==> src/rtl/piso_pkg.sv <==
// Shared types and frame-size helpers for the PISO serializer.
// The PISO_PARITY_EN macro adds a trailing even-parity bit to every frame.
package piso_pkg;

  typedef enum logic [0:0] {
    IDLE  = 1'b0,
    SHIFT = 1'b1
  } state_e;

  function automatic int cnt_width(input int width);
    return $clog2(width + 1);
  endfunction

  // The parity bit, when enabled, is one extra slot at the end of the frame.
  function automatic int frame_bits(input int width);
`ifdef PISO_PARITY_EN
    return width + 1;
`else
    return width;
`endif
  endfunction

endpackage

==> src/rtl/piso_bit_counter.sv <==
// Bit-position counter for the serializer: synchronous clear, enabled increment,
// and a flag marking the final bit slot of the frame.
module piso_bit_counter #(
  parameter int CNT_W    = 3,
  parameter int LAST_VAL = 3
) (
  input  logic clock,
  input  logic reset,
  input  logic clear,
  input  logic inc,
  output logic last
);

  localparam logic [CNT_W-1:0] LAST_CNT = CNT_W'(LAST_VAL);

  logic [CNT_W-1:0] count_q, count_d;

  always_comb begin
    count_d = count_q;
    if (clear) begin
      count_d = '0;
    end else if (inc) begin
      count_d = count_q + CNT_W'(1);
    end
  end

  always_ff @(posedge clock) begin
    if (reset) begin
      count_q <= '0;
    end else begin
      count_q <= count_d;
    end
  end

  assign last = (count_q == LAST_CNT);

endmodule

==> src/rtl/piso_serializer.sv <==
// Parallel-in serial-out transmitter, MSB first, valid/ready load handshake.
// Define PISO_PARITY_EN to append an even-parity bit after the data bits.
module piso_serializer
  import piso_pkg::*;
#(
  parameter int WIDTH = 4
) (
  input  logic             clock,
  input  logic             reset,
  input  logic             enable,
  input  logic             load_valid,
  input  logic [WIDTH-1:0] load_data,
  output logic             load_ready,
  output logic             out,
  output logic             out_valid,
  output logic             done
);

  localparam int FRAME_BITS = frame_bits(WIDTH);
  localparam int CNT_W      = cnt_width(WIDTH);

  state_e           state_q, state_d;
  logic [WIDTH-1:0] sreg_q, sreg_d;
  logic             done_q, done_d;
  logic             cnt_clear, cnt_inc, last_bit;
  logic             take_word;
`ifdef PISO_PARITY_EN
  logic             parity_q, parity_d;
`endif

  piso_bit_counter #(
    .CNT_W    (CNT_W),
    .LAST_VAL (FRAME_BITS - 1)
  ) u_bit_counter (
    .clock (clock),
    .reset (reset),
    .clear (cnt_clear),
    .inc   (cnt_inc),
    .last  (last_bit)
  );

  always_comb begin
    state_d    = state_q;
    sreg_d     = sreg_q;
    done_d     = 1'b0;
    cnt_clear  = 1'b0;
    cnt_inc    = 1'b0;
    load_ready = 1'b0;
    out_valid  = 1'b0;
    out        = 1'b0;
    take_word  = 1'b0;
`ifdef PISO_PARITY_EN
    parity_d   = parity_q;
`endif

    case (state_q)
      IDLE: begin
        load_ready = 1'b1;
        take_word  = load_valid;
      end
      SHIFT: begin
        out_valid = 1'b1;
`ifdef PISO_PARITY_EN
        out = last_bit ? parity_q : sreg_q[WIDTH-1];
`else
        out = sreg_q[WIDTH-1];
`endif
        if (enable) begin
          sreg_d = {sreg_q[WIDTH-2:0], 1'b0};
          if (last_bit) begin
            // Final slot: a waiting word loads on this same edge, no idle gap.
            done_d     = 1'b1;
            load_ready = 1'b1;
            take_word  = load_valid;
            cnt_clear  = 1'b1;
            state_d    = IDLE;
          end else begin
            cnt_inc = 1'b1;
          end
        end
      end
      default: begin
        state_d = IDLE;
      end
    endcase

    if (take_word) begin
      sreg_d    = load_data;
      cnt_clear = 1'b1;
      state_d   = SHIFT;
`ifdef PISO_PARITY_EN
      parity_d  = ^load_data;
`endif
    end
  end

  always_ff @(posedge clock) begin
    if (reset) begin
      state_q  <= IDLE;
      sreg_q   <= '0;
      done_q   <= 1'b0;
`ifdef PISO_PARITY_EN
      parity_q <= 1'b0;
`endif
    end else begin
      state_q  <= state_d;
      sreg_q   <= sreg_d;
      done_q   <= done_d;
`ifdef PISO_PARITY_EN
      parity_q <= parity_d;
`endif
    end
  end

  assign done = done_q;

endmodule

==> config.mk <==
export PLATFORM = sky130hd
export DESIGN_NAME = piso_serializer
export DESIGN_NICKNAME = d
export VERILOG_FILES = /design/src/rtl/piso_pkg.sv /design/src/rtl/piso_bit_counter.sv /design/src/rtl/piso_serializer.sv
export SDC_FILE = /design/constraint.sdc
export NUM_CORES = 1
export LEC_CHECK = 0
export BUFFER_PORTS_ARGS = -buffer_cell sky130_fd_sc_hd__buf_2
export CAP_MARGIN = 5
export CORE_UTILIZATION = 30
export CTS_CLUSTER_SIZE = 20
export DETAILED_ROUTE_END_ITERATION = 6
export GPL_TIMING_DRIVEN = 0
export PLACE_DENSITY_LB_ADDON = 0.2
export SYNTH_ARGS = -nofsm -noshare
export SYNTH_HDL_FRONTEND = slang
export SYNTH_SLANG_ARGS = --single-unit
export TNS_END_PERCENT = 10
==> constraint.sdc <==
create_clock -name clock -period 2.8 [get_ports clock]
set_input_delay 0.14 -clock clock [delete_from_list [all_inputs] [get_ports clock]]
set_output_delay 0.14 -clock clock [all_outputs]
set_load 0.05 [all_outputs]
; ---- Word-level counts from Yosys, hierarchy flattened
; Index checks and enable logic that the tools add are counted.
[word_totals]
regBits = 9
[classes]
reduce_logical = 4
n_bitwise = 1
addsub = 1
mux = 19
eq_ne = 1
[op_table]
columns = op, n
row1 = 2-to-1 mux 1 bit, 14
row2 = 2-to-1 mux 4 bit, 3
row3 = one-hot mux 1 bit (2 select lines), 2
row4 = nonzero test 2 bit, 2
row5 = "adder 3 x 1 -> 3 bit, second input constant", 1
row6 = "== test 3 x 2 -> 1 bit, second input constant", 1
row7 = AND reduction 2 bit, 1
row8 = OR reduction 2 bit, 1
row9 = inverter 1 bit, 1

; ---- Depth between registers and ports, before layout
; Gate-level depths: netlist of run 1.
[depth]
depth_word = 6
depth_mapped = 5

; ---- By module
; A second synthesis of run 1 with hierarchy kept.
[unflattened]
cells_unflattened = 48
area_unflattened_um2 = 460.4
[by_module_without_submodules]
columns = mod, cells_each, seq_area_each_um2, area_per_inst_um2, n_inst
row1 = piso_serializer, 36, 120.1, 314.1, 1
row2 = piso_bit_counter, 12, 60.1, 146.4, 1

; ---- Least setup slack after synthesis of run 1
; Ideal clock, no wire load.
[synth_timing]
kind = register -> register
from = reg state_q
to = reg u_bit_counter.count_q[0]
arrival_time_ns = 1.473
path_stages_with_launch = 4
path_slack_ns = 1.249
required_ns = 2.722
n_path_buf = 0
cell_sequence = dfxtp_1 a21bo_2 and2_1 nor3_1
[synth_via]
elab_chain_cells = 4
[synth_rtl]
columns = element, line
row1 = "start, declared", piso_serializer.sv:22  ; state_e state_q, state_d;
row2 = "start signal, assigned", piso_serializer.sv:106  ; state_q <= state_d;
row3 = inverter 1 bit, piso_serializer.sv:56  ; case (state_q)
row4 = one-hot mux 1 bit (2 select lines), piso_serializer.sv:56
row5 = 2-to-1 mux 1 bit, piso_serializer.sv:87  ; if (take_word) begin
row6 = OR reduction 2 bit (no source line), --
row7 = "end signal, assigned", piso_bit_counter.sv:31  ; count_q <= count_d;
row8 = "end, declared", piso_bit_counter.sv:16  ; logic [CNT_W-1:0] count_q, count_d;
; Parallel ways exist; a longest one is shown, timed or not.
; A chain may end at the register's enable or synchronous reset.

; ---- Worst setup path after layout of run 1
[layout_timing]
from = reg u_bit_counter.count_q[0]
to = out load_ready
[layout_via]
elab_chain_cells = 4
[layout_rtl]
columns = element, line
row1 = == test 3 x 2 -> 1 bit, piso_bit_counter.sv:35  ; assign last = (count_q == LAST_CNT);
row2 = 2-to-1 mux 1 bit, piso_serializer.sv:70  ; if (last_bit) begin
row3 = 2-to-1 mux 1 bit, --
row4 = one-hot mux 1 bit (2 select lines), piso_serializer.sv:56
row5 = "end, declared", piso_serializer.sv:13  ; output logic load_ready,
; Every way passes these cells.

==> results.json, run 1 <==
{
  "status": "finished clean",
  "setup_tns_ns": 0,
  "cp-start-kind": "flop",
  "drv_slew": 0,
  "globalplace.congestion": 0.692,
  "port_buffers": 10,
  "worstHoldPathCells": 3,
  "setup_viol": 0,
  "seq_area_frac_synth": 0.390,
  "ff_latch_area_um2": 180,
  "rsz0062_at_grt": "no",
  "num_rows": 13,
  "layout.nets": 75,
  "period_needed_ns": 1.62,
  "synthArstFlopShare": 0,
  "worst_slack_ns": 1.18,
  "place_hpwl_um": 647,
  "clkPwrFrac": 0.350,
  "synth_top_area_frac": 0.390,
  "drc": 0,
  "slowest_stage": "dfxtp_1",
  "overflow": 0,
  "switching_share": 0.271,
  "dpl_cell_area_um2": 531,
  "dp_worst_setup_slack_ns": 1.23,
  "synthCells": 50,
  "hold_buffers": 0,
  "synth_top_family_by_area": "simple AND/OR/NAND/NOR gates",
  "required_ns": 2.66,
  "die_x_um": 41.2,
  "tightest_slew_ns": 0.436,
  "synth.top_cells.by_count": "dfxtp_1 (9), nor2_1 (9), mux2i_1 (5)",
  "power_density_nw_per_um2": 515,
  "synth_compound_area_frac": 0.127,
  "initial_utilization": 0.338,
  "diodes": 0,
  "hold_class": "in2reg",
  "clockBufferDepth": 2,
  "ys_ff_latch": 9,
  "synth_mux_area_frac": 0.141,
  "cp_slowest_stage_delay_ns": 0.33,
  "worstPathArrival_ns": 1.48,
  "max_freq_mhz": 618,
  "dieArea_um2": 1700,
  "antenna_found_initial": 0,
  "viasPerCell": 5.09,
  "synthSimpleGateAreaFrac": 0.263,
  "max-cap-violations": 0,
  "area_growth_pct": 20.6,
  "path_cells": "ha_1, ha_1, a21bo_2, buf_2",
  "drt-initial-drc-count": 6,
  "wirelength_um": 874,
  "path_common_cell": "ha_1",
  "slew_headroom": 0.710,
  "reg2reg_depth": 5,
  "yosys.area.top_type": "dfxtp_1",
  "intPower_uw": 209,
  "clk_pin_slew_worst_paths_ns": 0.06,
  "htree_levels": 1,
  "synth_area_per_cell_um2": 9.23,
  "hold_viol_final": 0,
  "path_class": "reg2out",
  "n_fill_cell": 156,
  "yosys_most_used_dff": "dfxtp_1",
  "sequentialPowerShare": 0.487,
  "drt-pass1-iter-count": 3,
  "synth_warnings": 0,
  "numCtsBuffers": 3,
  "grt_pass1_wl_um": 1450,
  "grt_usage": 0.140,
  "endpoint_kind": "output port",
  "fin_hold_ws_ns": 0.158,
  "synthAdderAreaFrac": 0.0542,
  "cts_sinks": 9,
  "synth_cell_types": 18,
  "vias": 402,
  "fin_crit_sh": 0.578,
  "io_pins": 12,
  "tritoncts": "yes",
  "combPwrFrac": 0.164,
  "cts_setup_buffers": 0,
  "synth_fp_nets": 60,
  "ant_nets": 0,
  "drive_above_1_share": 0.234,
  "grt_pass1_vias": 342,
  "ctsRootBufferMaster": "clkbuf_4",
  "grt_max_degree": 11,
  "die_height_um": 41.2,
  "core_um2": 1370,
  "synth_area_um2": 462,
  "cts_resized": 0,
  "routedWlPerCell_um": 11.1,
  "switchingPower_uw": 77.8,
  "fin_skew_ns": 0.000275,
  "multi_input_area_um2": 270,
  "final_area_um2": 557,
  "finalPower_uw": 287,
  "power.leakage_uw": 0.000275,
  "irDropWorstVdd_v": 0.000284,
  "synth_edf_count": 0,
  "clk_latency_ns": 0.26,
  "synth_xor_area_frac": 0,
  "worstPathMaxFanout": 6,
  "synthTopCellsByArea": "dfxtp_1 (39%), mux2i_1 (11%), nor2_1 (7.3%), a2111oi_1 (6.5%), ha_1 (5.4%)"
}
metrics by stage:
| step | util | instances |
|---|---|---|
| floorplan | - | 50 |
| global placement | 0.388 | 75 |
| detailed placement | 0.388 | 75 |
| CTS | 0.408 | 79 |
| global route | 0.408 | 79 |
| finish | 0.408 | 79 |
routing by layer:
layer	wire length, µm	up-vias	GRT usage	share of wire
met5	0	-	0	0
met2	355	12	0.176	0.41
met3	61	4	0.0652	0.070
li1	-	205	-	-
met1	432	181	0.184	0.49
met4	25	0	0.0968	0.029
power by group through the flow:
stage,Sequential [µW],Clock (µW),Combinational (µW)
4_1_cts,140,104,47.4
3_5_place_dp,143,0,47.3
3_3_place_gp,143,0,46.7
2_1_floorplan,145,0,30.7
6_report,140,100,46.9
5_1_grt,141,109,52.4
path summary, 6_finish.rpt:
check                     to                startpoint  slack (ns)
hold / removal       state_q                load_valid        0.16
setup / recovery  load_ready  u_bit_counter.count_q[0]        1.18
hold reg to reg    sreg_q[3]                 sreg_q[3]        0.50
setup reg to reg   sreg_q[2]  u_bit_counter.count_q[0]        1.22
cells by family after synthesis:
family	after synthesis
buf+inv	3
fa+ha+maj	2
compound gates	7
simple gates	23
mux	6
flops	9
flip-flops by register name (all words and copies together) (netlist names):
signal                 cells
sreg_q                     4
u_bit_counter.count_q      3
done                       1
state_q                    1
layout by cell type, fill, tap and decap left out, drive strengths merged, types with 2 or more instances in the layout:
master | synthesis | routed
inv | 2 | 2
dfxtp | 9 | 9
buf | 0 | 10
clkbuf | 1 | 5
mux2i | 5 | 5
or2b | 3 | 3
a2111oi | 3 | 3
nor2 | 9 | 9
nand2 | 2 | 2
nor3 | 3 | 3
and2 | 3 | 3
a21oi | 2 | 2
ha | 2 | 2
critical path: cells and delay by family, from the launching register on:
family,cells,cell delay [ns]
adders and majority gates,2,0.44
DFF,1,0.33
AOI/OAI and AO/OA,1,0.24
buffers and inverters,1,0.21
final cells by class:
cell class / instances / area share
plain buffers: 1 / 0.00674
well taps: 15 / 0.0337
multi-input cells: 38 / 0.485
repair buffers: 10 / 0.0899
clock buffers: 4 / 0.0472
flip-flops and latches: 9 / 0.324
inverters: 2 / 0.0135
(Power assumes the default switching activity.)
==> inputs of run 2 (changes only) <==
--- a/config.mk
+++ b/config.mk
@@ -5,6 +5,7 @@
 export SDC_FILE = /design/constraint.sdc
 export NUM_CORES = 1
 export LEC_CHECK = 0
+export ABC_AREA = 1
 export BUFFER_PORTS_ARGS = -buffer_cell sky130_fd_sc_hd__buf_2
 export CAP_MARGIN = 5
 export CORE_UTILIZATION = 30
==> constraint.sdc (replaced) <==
create_clock -name clock -period 1.6 [get_ports clock]
set_input_delay 0.08 -clock clock [delete_from_list [all_inputs] [get_ports clock]]
set_output_delay 0.08 -clock clock [all_outputs]
set_load 0.05 [all_outputs]
==> run 2 against run 1 <==
Clock skew about the same. Non-clock buffer count unchanged. Die area decreased by 1.0%. Critical endpoint unchanged. Utilization increased by 1.1 points. Synthesized cell count increased by 28%. Global-route usage decreased by 0.47 points. Critical path type unchanged. Critical path depth increased by 1. Sequential power increased by 74%.
==> results.json, run 2 <==
{
  "status": "finished clean",
  "grt_pass1_wl_um": 1430,
  "met3WireLength_um": 57,
  "cts_sinks": 9,
  "route.layer.met1.wl_um": 445,
  "top_regs": "sreg_q x4, u_bit_counter.count_q x3",
  "layout_commonest_cell": "nand2_1",
  "layout.nets": 89,
  "synth_cell_types": 16,
  "n_fill_cell": 156,
  "required_ns": 1.52,
  "synth_warnings": 0,
  "period_needed_ns": 1.48,
  "cp-start-kind": "flop",
  "num_rows": 13,
  "max-cap-violations": 0,
  "synthTopCellsByArea": "dfxtp_1 (39%), nand2_1 (9.9%), a21oi_1 (7.7%), inv_1 (7.4%), nor2_1 (6.6%)",
  "seq_area_frac_synth": 0.395,
  "hold_viol_final": 0,
  "endpoint_kind": "output port",
  "layout_common_cells": "nand2_1 (12), inv_1 (9), dfxtp_1 (9), buf_2 (9), nor2_1 (8)",
  "fin_crit_sh": 0.924,
  "diodes": 0,
  "rrSetupSlack_ns": 0.28,
  "die_height_um": 41.0,
  "synth.top_cells.by_count": "nand2_1 (12), dfxtp_1 (9), inv_1 (9)",
  "hold_class": "in2reg",
  "synth_top_area_frac": 0.395,
  "worstReg2RegStart": "u_bit_counter.count_q[0]",
  "die_x_um": 41.0,
  "worstHoldPathCells": 2,
  "globalplace.congestion": 0.651,
  "yosys.area.top_type": "dfxtp_1",
  "wirelength_um": 904,
  "final_area_um2": 566,
  "top_layer": "met4",
  "clk_latency_ns": 0.26,
  "drv_slew": 0,
  "dp_cells": 89,
  "drt-initial-drc-count": 12,
  "clk_pin_slew_worst_paths_ns": 0.06,
  "grt_max_degree": 11,
  "yosys.cell_count.top_type": "nand2_1",
  "wl_met2_um": 389,
  "clockBufferDepth": 2,
  "largest_register_ffs": 4,
  "routedWlPerCell_um": 9.72,
  "setup_viol": 0,
  "power_density_nw_per_um2": 903,
  "slew_headroom": 0.812,
  "path_class": "reg2out",
  "worstPathMaxFanout": 10,
  "top_register": "sreg_q",
  "ctsRootBufferMaster": "clkbuf_4",
  "drc": 0,
  "synth_area_per_cell_um2": 7.14,
  "port_buffers": 10,
  "startpoint": "u_bit_counter.count_q[0]",
  "vias": 444,
  "drt-pass1-iter-count": 3,
  "finalPower_uw": 511,
  "initial_utilization": 0.338,
  "fin_skew_ns": 0.000459,
  "synth_edf_count": 0,
  "synth_area_um2": 457,
  "worstPathArrival_ns": 1.40,
  "power.leakage_uw": 0.000274,
  "ys_ff_latch": 9,
  "cts_setup_buffers": 0,
  "numCtsBuffers": 3,
  "setup_tns_ns": 0,
  "dpl_cell_area_um2": 526,
  "tritoncts": "yes",
  "htree_levels": 1,
  "synthArstFlopShare": 0,
  "rsz0062_at_grt": "no",
  "synth_fp_nets": 74,
  "ant_nets": 0,
  "ff_latch_area_um2": 180,
  "place_hpwl_um": 655,
  "min_from": "reset",
  "max_freq_mhz": 676,
  "io_pins": 12,
  "tightest_slew_ns": 0.282,
  "final_util": 0.419,
  "fin_cells": 93,
  "grt_pass1_vias": 355,
  "grt_usage": 0.136,
  "yosys_most_used_dff": "dfxtp_1",
  "synthCells": 64,
  "area_growth_pct": 23.8,
  "dieArea_um2": 1680,
  "core_um2": 1350,
  "antenna_found_initial": 0,
  "reg2reg_depth": 8,
  "multi_input_area_um2": 239,
  "viasPerCell": 4.77,
  "drive_above_1_share": 0.282,
  "overflow": 0,
  "irDropWorstVdd_v": 0.000466
}
[run 2: changes by cell type after synthesis, sizes merged, moves of 5 or more]
cell,delta
nand2,+13
o21ai,+5
inv,+8
mux2i,-5
a21oi,+5
nand3,+5
[run 2: final timing paths]
| check | end |
|---|---|
| max | load_ready |
| min | state_q |
| max reg2reg | sreg_q[2] |
| min reg2reg | u_bit_counter.count_q[1] |
[run 2: cells by family (layout without fill, tap and decap cells)]
group                    Yosys count  count (layout)  share of synthesized area
flip-flops                         9               9                      0.395
adder cells (fa/ha/maj)            2               2                     0.0548
buffers and inverters             11              25                     0.0986
AND/OR/NAND/NOR                   29              29                      0.296
AO/OA/AOI/OAI                     13              13                      0.156
[run 2: report_power, final]
| part | switching (µW) | internal, µW | total, µW |
|---|---|---|---|
| clock network | 80.7 | 96.2 | 177 |
| registers | 8.37 | 236 | 244 |
| logic | 57.9 | 31.7 | 89.6 |
| total | 147 | 364 | 511 |
[run 2: timing repair]
item | CTS | global route
endpoints found under the hold margin | 0 | 0
endpoints found under the setup margin | 1 | 1
hold buffers | 0 | 0
resized for setup | 1 | 3
[run 2: metrics by stage]
step                      hold slack, ns  setup slack [ns]
after global placement             0.288             0.236
final                             0.0166             0.121
after detailed placement           0.287             0.229
after global routing              0.0167            0.0425
after floorplan                    0.149            0.0477
after CTS                        0.00800            0.0111
[run 2: area by class of cell]
class	count	share of cell area
plain buffers	1	0.0133
well taps	15	0.0332
multi-input cells	44	0.423
clock buffers	4	0.0465
inverters	10	0.0664
flip-flops and latches	9	0.319
repair buffers	10	0.0996
[run 2: metal layers]
| metal | up-vias | track usage |
|---|---|---|
| met3 | 2 | 0.0978 |
| met5 | - | 0 |
| li1 | 233 | - |
| met2 | 8 | 0.188 |
| met1 | 201 | 0.169 |
| met4 | 0 | 0.0250 |
[run 2: worst max-delay path: stages, from the launching register on]
cell	delay, ns
dfxtp_1	0.35
ha_1	0.17
ha_2	0.21
nand2_1	0.10
nand2_4	0.13
buf_6	0.18
==> inputs of run 3 (changes only) <==
--- a/config.mk
+++ b/config.mk
@@ -5,7 +5,6 @@
 export SDC_FILE = /design/constraint.sdc
 export NUM_CORES = 1
 export LEC_CHECK = 0
-export ABC_AREA = 1
 export BUFFER_PORTS_ARGS = -buffer_cell sky130_fd_sc_hd__buf_2
 export CAP_MARGIN = 5
 export CORE_UTILIZATION = 30
==> run 3 against run 2 <==
Setup slack worse by 0.017 ns. Sequential cell count stayed put. Clock power about the same. Final cell count decreased by 15%. First-iteration DRC count down 75%. Clock skew barely moved. Combinational power shrank 3.9%. Hold slack improved by 0.085 ns. Routed wire length is 0.55% lower. Maximum frequency fell by 1.1%.
==> results.json, run 3 (same netlist as run 1, synthesis figures left out) <==
{
  "power_density_nw_per_um2": 875,
  "drc": 0,
  "sequentialPowerShare": 0.481,
  "path_class": "reg2out",
  "routedWlPerCell_um": 11.4,
  "slowest_stage": "dfxtp_1",
  "ctsRootBufferMaster": "clkbuf_4",
  "worstPathMaxFanout": 6,
  "fin_crit_sh": 0.935,
  "required_ns": 1.52,
  "rsz0062_at_grt": "no",
  "drive_above_1_share": 0.281,
  "die_x_um": 41.2,
  "cp_slowest_stage_delay_ns": 0.33,
  "place_hpwl_um": 647,
  "grt_pass1_wl_um": 1450,
  "grt_max_degree": 11,
  "crit_buf_inv": 1,
  "layout_common_cells": "nor2_1 (9), dfxtp_1 (9), buf_2 (9), mux2i_1 (5)",
  "intPower_uw": 368,
  "worst_slack_ns": 0.104,
  "setup_viol": 0,
  "tritoncts": "yes",
  "top_regs": "sreg_q x4, u_bit_counter.count_q x3",
  "clockBufferDepth": 2,
  "drt-initial-drc-count": 3,
  "hold_viol_final": 0,
  "max-cap-violations": 0,
  "path_delay_family": "adder cells",
  "grt_pass1_vias": 342,
  "wirelength_um": 899,
  "period_needed_ns": 1.50,
  "clkPwrFrac": 0.349,
  "num_rows": 13,
  "dp_cells": 75,
  "tightest_slew_ns": 0.455,
  "vias": 404,
  "layout.nets": 75,
  "diodes": 0,
  "core_um2": 1370,
  "max_freq_mhz": 668,
  "hold_class": "in2reg",
  "area_growth_pct": 25.5,
  "final_area_um2": 579,
  "cts_setup_buffers": 0,
  "dpl_cell_area_um2": 531,
  "endpoint_kind": "output port",
  "switchingPower_uw": 139,
  "cts_sinks": 9,
  "slew_headroom": 0.697,
  "dieArea_um2": 1700,
  "worstPathArrival_ns": 1.42,
  "path_cells": "ha_1, ha_4, a21bo_2, buf_4",
  "irDropWorstVdd_v": 0.000498,
  "drv_slew": 0,
  "port_buffers": 10,
  "io_pins": 12,
  "fin_skew_ns": 0.000155,
  "die_height_um": 41.2,
  "grt_usage": 0.140,
  "drt-pass1-iter-count": 2,
  "switching_share": 0.275,
  "finalPower_uw": 507,
  "globalplace.congestion": 0.692,
  "overflow": 0,
  "viasPerCell": 5.11,
  "largest_register_ffs": 4,
  "dp_worst_setup_slack_ns": 0.0349,
  "antenna_found_initial": 0,
  "power.leakage_uw": 0.000278,
  "clk_latency_ns": 0.26,
  "fin_cells": 79,
  "initial_utilization": 0.338,
  "combPwrFrac": 0.170,
  "ant_nets": 0,
  "top_register": "sreg_q",
  "status": "finished clean",
  "cp-start-kind": "flop",
  "numCtsBuffers": 3,
  "htree_levels": 1,
  "clk_pin_slew_worst_paths_ns": 0.06
}
==> run 3: layer usage <==
| layer | global-route usage | wire length (µm) |
|---|---|---|
| met5 | 0 | 0 |
| met4 | 0.0968 | 25 |
| met3 | 0.0652 | 64 |
| met2 | 0.176 | 369 |
| met1 | 0.184 | 441 |
==> run 3: layout make-up <==
class                      count  area (µm²)
buffer                         1        3.75
clock buffer                   4        26.3
fill                         150         787
inverter                       2        7.51
multi-input combinational     38         290
sequential                     9         180
tap                           15        18.8
timing repair buffer          10        52.6
==> run 3: final timing paths <==
kind / startpoint / end / slack [ns] / cells after the start
max reg2reg: u_bit_counter.count_q[0] / sreg_q[3] / 0.17 / 5
max: u_bit_counter.count_q[0] / load_ready / 0.10 / 4
min reg2reg: sreg_q[3] / sreg_q[3] / 0.50 / 2
min: load_valid / state_q / 0.10 / 3
==> run 3: metrics by stage <==
stage | utilization | TNS, ns | hold slack [ns]
after CTS | 0.408 | 0 | 0.0958
after detailed placement | 0.388 | 0 | 0.377
final | 0.424 | 0 | 0.102
after global placement | 0.388 | -0.00761 | 0.361
after floorplan | - | 0 | 0.180
after global routing | 0.424 | 0 | 0.120
==> run 3: power by group through the flow <==
stage	combinational [µW]	sequential [µW]	clock (µW)
floorplan	53.7	253	0
global placement	81.7	250	0
detailed placement	82.8	250	0
CTS	83.0	245	183
global route	95.4	246	191
finish	86.1	244	177
==> run 3: repair_timing <==
action | 4_1_cts | 5_1_grt
endpoints found under the hold margin | 0 | 0
endpoints found under the setup margin | 0 | 4
hold buffers | 0 | 0
gates resized for setup | 0 | 6
==> run 3: tightest hold or removal path, delay by kind of cell <==
| kind | cells | cell delay (ns) |
|---|---|---|
| buffers and inverters | 2 | 0.19 |
| AO/OA/AOI/OAI | 1 | 0.05 |
